--- config.mk ---
export PLATFORM = sky130hd
export DESIGN_NAME = cell_fetch
export DESIGN_NICKNAME = d
export VERILOG_FILES = /design/src/rtl/cell_fetch.sv
export SDC_FILE = /design/constraint.sdc
export NUM_CORES = 1
export LEC_CHECK = 0
export CORE_MARGIN = 2
export CORE_UTILIZATION = 45
export DETAILED_ROUTE_END_ITERATION = 16
export PLACE_DENSITY = 0.77
export SETUP_SLACK_MARGIN = 0.3
export SYNTH_ARGS = -nofsm -noshare
export SYNTH_HDL_FRONTEND = slang
export SYNTH_SLANG_ARGS = --single-unit
--- constraint.sdc ---
create_clock -name clk_in -period 4.7 [get_ports clk_in]
set_clock_uncertainty 0.15 [all_clocks]
set_input_delay 0.705 -clock clk_in [delete_from_list [all_inputs] [get_ports clk_in]]
set_output_delay 0.705 -clock clk_in [all_outputs]
set_load 0.02 [all_outputs]
--- src/rtl/cell_fetch.sv ---
// Fetches 16-cell board words once per 64-pixel span and emits the alive state per pixel.
// Latency 4 cycles from hcount_in/vcount_in to outputs; no backpressure (free-running pixel stream).
module cell_fetch #(
    parameter int SCREEN_WIDTH  = 1024,
    parameter int SCREEN_HEIGHT = 768,
    parameter int CELL_SHIFT    = 2,
    parameter int WORDS_PER_ROW = 16
) (
    input  logic        clk_in,
    input  logic        rst_n_in,
    input  logic [10:0] hcount_in,
    input  logic [9:0]  vcount_in,
    output logic        mem_rd_out,
    output logic [11:0] mem_addr_out,
    input  logic [15:0] mem_data_in,
    output logic        is_alive_out,
    output logic [10:0] hcount_out,
    output logic [9:0]  vcount_out,
    output logic        active_out
);

    logic              in_range;
    logic              fetch;
    logic              mem_rd_d, mem_rd_q;
    logic [11:0]       mem_addr_d, mem_addr_q;
    logic [1:0]        strb_d, strb_q;
    logic [15:0]       word_d, word_q;
    logic [3:0][10:0]  h_d, h_q;
    logic [3:0][9:0]   v_d, v_q;
    logic [3:0]        act_d, act_q;
    logic              alive_d, alive_q;

    always_comb begin
        in_range   = ({21'd0, hcount_in} < 32'(SCREEN_WIDTH)) &&
                     ({22'd0, vcount_in} < 32'(SCREEN_HEIGHT));
        fetch      = in_range && (hcount_in[5:0] == 6'd0);
        mem_rd_d   = fetch;
        mem_addr_d = mem_addr_q;
        if (fetch) begin
            mem_addr_d = 12'((32'(vcount_in) >> CELL_SHIFT) * 32'(WORDS_PER_ROW)
                             + 32'(hcount_in[10:6]));
        end
        // strb_q[1] marks the cycle whose mem_data_in answers our strobe
        strb_d = {strb_q[0], mem_rd_q};
        word_d = strb_q[1] ? mem_data_in : word_q;
        h_d    = {h_q[2:0], hcount_in};
        v_d    = {v_q[2:0], vcount_in};
        act_d  = {act_q[2:0], in_range};
        // word_d bypasses the capture so the first pixel of a span sees its own word
        alive_d = act_q[2] & word_d[h_q[2][5:CELL_SHIFT]];
    end

    always_ff @(posedge clk_in or negedge rst_n_in) begin
        if (!rst_n_in) begin
            mem_rd_q   <= 1'b0;
            mem_addr_q <= '0;
            strb_q     <= '0;
            word_q     <= '0;
            h_q        <= '0;
            v_q        <= '0;
            act_q      <= '0;
            alive_q    <= 1'b0;
        end else begin
            mem_rd_q   <= mem_rd_d;
            mem_addr_q <= mem_addr_d;
            strb_q     <= strb_d;
            word_q     <= word_d;
            h_q        <= h_d;
            v_q        <= v_d;
            act_q      <= act_d;
            alive_q    <= alive_d;
        end
    end

    assign mem_rd_out   = mem_rd_q;
    assign mem_addr_out = mem_addr_q;
    assign is_alive_out = alive_q;
    assign hcount_out   = h_q[3];
    assign vcount_out   = v_q[3];
    assign active_out   = act_q[3];

endmodule

### After elaboration in Yosys (flattened, before gate mapping)

Index checks and enable logic that the tools add are counted.
Widths: inputs -> output; s select.

* order comparisons: 3
* reductions and logical operators: 3
* bitwise gates (word level): 1
* add/sub/neg operators: 1
* mux-type cells: 3

Operators by type and width (count)
* $mux 16: 1
* $add 12x5->12: 1
* $lt 11x11->1 const B: 1
* $lt 10x10->1 const B: 1
* $logic_not 6->1: 1
* $lt 4x5->1 const B: 1
* $bmux 1 s4: 1
* $logic_and 1x1->1: 2
* $and 1x1->1: 1
* $mux 1: 1

* register bits: 120
* input port bits: 39
* output and inout port bits: 36
* logic and storage cells: 25

### Depth between registers and ports, before layout

* word-level depth: 4
* mapped depth: 6
* depth with buffers taken out: 6

### Worst setup path after synthesis

Ideal clock, no wire load.

* path type: in2reg
* start point: input mem_data_in[0]
* end point: register alive_q (netlist: is_alive_out)
* buffers on the path: 0
* slack: 2765 ps
* cell stages on the path: 4
* required time: 4416 ps
* arrival: 1651 ps
* setup time: 134 ps
* path through: mux2_2 > mux4_2 > o31ai_2 > a311oi_1

* word-level cells in the longest chain between the ends: 4

RTL lines
* from (decl): RTL line 15 `input logic [15:0] mem_data_in,`
* $mux 16: RTL line 45 `word_d = strb_q[1] ? mem_data_in : word_q;`
* $bmux 1 s4: RTL line 50 `alive_d = act_q[2] & word_d[h_q[2][5:CELL_SHIFT]];`
* $mux 1 (not written as such): RTL line 50
* $and 1x1->1: RTL line 50
* via alive_d: RTL line 31 `logic alive_d, alive_q;`
* to (signal assigned): RTL line 71 `alive_q <= alive_d;`
* to (decl): RTL line 31

The timed path passes the listed nets, and every way through them passes these cells. The select of a mux whose other input is x is not followed.
A chain may end at the register's enable or synchronous reset.

### Worst setup path in the final report

* start point: register strb_q[1]
* end point: register alive_q (netlist: is_alive_out)

* word-level cells in the longest chain between the ends: 4

RTL lines
* from (decl): RTL line 26 `logic [1:0] strb_d, strb_q;`
* from (signal assigned): RTL line 66 `strb_q <= strb_d;`
* $mux 16: RTL line 45
* via word_d[0]: RTL line 27 `logic [15:0] word_d, word_q;`
* $bmux 1 s4: RTL line 50
* $mux 1 (not written as such): RTL line 50
* $and 1x1->1: RTL line 50
* via alive_d: RTL line 31

The timed path passes the listed nets, and every way through them passes these cells. The select of a mux whose other input is x is not followed.

==> run metrics <==
maxcap violations=0; clock latency on the worst-skew pair=0.48 ns; vias in the first global route=between 2k and 2.5k; CTS tree=built; initial antenna violation count=0; setup violators final=0; mapped cell area=~3700 sq um; post-place setup slack=1.830 ns; total gr overflow=0; placed insts=approximately 380; Final Hold Fails=0; Synth Instances=200; fin crit share=49.99%; Sink Count=120; Post-Route Setup TNS=0 ns; status=completed; Antenna diodes=0; critical setup path kind=flop to flop; Post-CTS Resized=0; hold buffers post-CTS=0; Fillers=585; worst setup margin=2.350 ns; Slew @ Worst Pin=just over 0.8 ns; antenna-violating nets left=0; fmax=425.6 MHz; post-synth cell types=27; CP max FO=22; Seq cells post-synth=120; max-slew violation count=0; GRT Total Usage=16.30%; htree depth=4; crit end category=flop; core area=8093 sq um; hold_ws=0.03876 ns; io pins=75; post-DR wirelength/cell=15.72 microns; area delta synth->final=40.93%; IR Drop Worst-Case VDD=324.3 uV; Die ar.=8969 sq um; vias per inst=about 4.7; total number of vias=1,928; Rows=33; DRT Pass-1 Iters=4; root buf cell=clkbuf_8; die span in y=94.71 microns; Port Buffers=74; RSZ-0062 raised after global routing=no; PD cells=~520 nW/um^2; largest net degree at the start of global routing=50; Num CTS Buffers=17; crit-path cells=mux2_2 -> mux4_2 -> o31ai_2 -> a311oi_1; syn avg cell area=18.51 sq um; post-synth top area cell=dfrtp_1; hpwl dp=3861 microns; first-pass GRT wire length=10,470 microns; postcts setup bufs=0; clock-pin transition on the worst setup and hold timing paths=0.06 ns; Crit path required time=around 5 ns; width of the chip=94.71 microns; clk buf depth=2; crit path DAT=2.55 ns; synthesized net count=241; Crit path largest cell delay=0.87 ns; fin nets=~330; post-synthesis sequential area ratio=81.11%; layout cells sized above 1=between 10% and 20%; WL final=6400 microns; number of remaining DRC errors=0; leakage power figure=2.359 nW; Hold Crit Class=primary input to asynchronous set/reset pin; overall power=2.719 mW; slew margin rel.=44.80%; DRT iter0 DRCs=121; CP Launch Type=flop; non-filler cells, final=407; RePlAce Congestion=about 0.74; Yosys warnings=0; CP max-delay cell=dfrtp_1; Yosys top cell area share=about four fifths; Starting Density=45.75%; crit path time final=2.350 ns; ranking of synthesized cells by area=dfrtp_1 (81%), mux2_2 (6.7%), mux4_2 (1.8%), mux4_1 (1.4%), nand2_1 (1.0%)
[routing by layer]
metal	vias to the layer above	track usage (%)	share of wire, %
li1	861	-	-
met1	997	20.99	45
met2	62	24.23	49
met3	8	5.826	4.3
met4	0	8.937	1.8
met5	-	0	0
[through the flow]
step                      instance area (sq um)  util (%)
final                                      5218     64.47
after CTS                                  5218     64.47
after floorplan                            3702         -
after global placement                     4563     56.39
after detailed placement                   4563     56.39
after global routing                       5218     64.47
[final timing paths]
check                                      end  depth (start not counted)  slack [ns]      start
worst max-delay path              is_alive_out                          4        2.35  strb_q[1]
worst min-delay path             hcount_out[9]                          1        0.04   rst_n_in
worst max register to register    is_alive_out                          4        2.35  strb_q[1]
worst min register to register  hcount_out[10]                          0        0.19    h_d[43]
max in group asynchronous           word_q[15]                          2        3.37   rst_n_in
min in group clk_in             hcount_out[10]                          0        0.19    h_d[43]
[cell type report]
cell class | instances | area, sq um | share of cell area [%]
Timing Repair Buffer | 76 | 753.2 | 14.44
Inverter | 3 | 11.26 | 0.2158
Clock buffer | 21 | 459.2 | 8.801
Multi-Input combinational cell | 73 | 664.4 | 12.73
Sequential cell | 120 | 3003 | 57.55
Tap cell | 105 | 131.4 | 2.518
Clock inverter | 9 | 195.2 | 3.741
[state kept, by name (all words and copies together), names as in the netlist]
| signal | count |
|---|---|
| h_d | 33 |
| word_q | 16 |
| hcount_out | 11 |
| vcount_out | 10 |
| mem_rd_out | 1 |
| v_d | 30 |
| is_alive_out | 1 |
| act_q | 4 |
| strb_q | 2 |
| mem_addr_out | 12 |
[synth_stat cells (all sizes together)]
cell type	count
dfrtp	120
mux2	23
nand2	10
o21ai	7
mux4	5
nor2	4
xnor2	4
inv	3
nand3	3
buf	2
clkbuf	2
ha	2
mux2i	2
nor2b	2
xor2	2
a21oi	1
a221oi	1
a311oi	1
and2	1
and3	1
nor3	1
nor4	1
o311a	1
o31ai	1
[power by group]
| part | total, mW | switching, mW | internal (mW) |
|---|---|---|---|
| clock | 1.41 | 0.406 | 1.00 |
| combinational | 0.183 | 0.0849 | 0.0981 |
| sequential | 1.13 | 0.0286 | 1.10 |
| total | 2.72 | 0.519 | 2.20 |
[cells in the final DEF (no fill, tap or decap), drive strengths merged, types with 3 or more instances in the layout]
cell / Yosys / layout
clkinv: 0 / 3
dfrtp: 120 / 120
nand3: 3 / 3
o21ai: 7 / 7
xnor2: 4 / 4
inv: 3 / 3
mux4: 5 / 5
mux2: 23 / 23
clkbuf: 2 / 21
bufinv: 0 / 6
nand2: 10 / 10
buf: 2 / 3
nor2: 4 / 4
clkdlybuf4s50: 0 / 73
[kinds of logic after synthesis]
family,synth area share [%]
adder cells (fa/ha/maj),0.6758
multiplexers,10.88
XOR/XNOR,1.419
buffers and inverters,0.9462
flip-flops,81.11
AND/OR/NAND/NOR,2.805
AO/OA/AOI/OAI,2.163
[critical path: cells and delay by family, from the launching register on]
family | cells | cell delay (ns)
mux | 2 | 0.91
compound gates | 2 | 0.28
flops | 1 | 0.87
No activity file was read; power rests on OpenSTA's default activity.
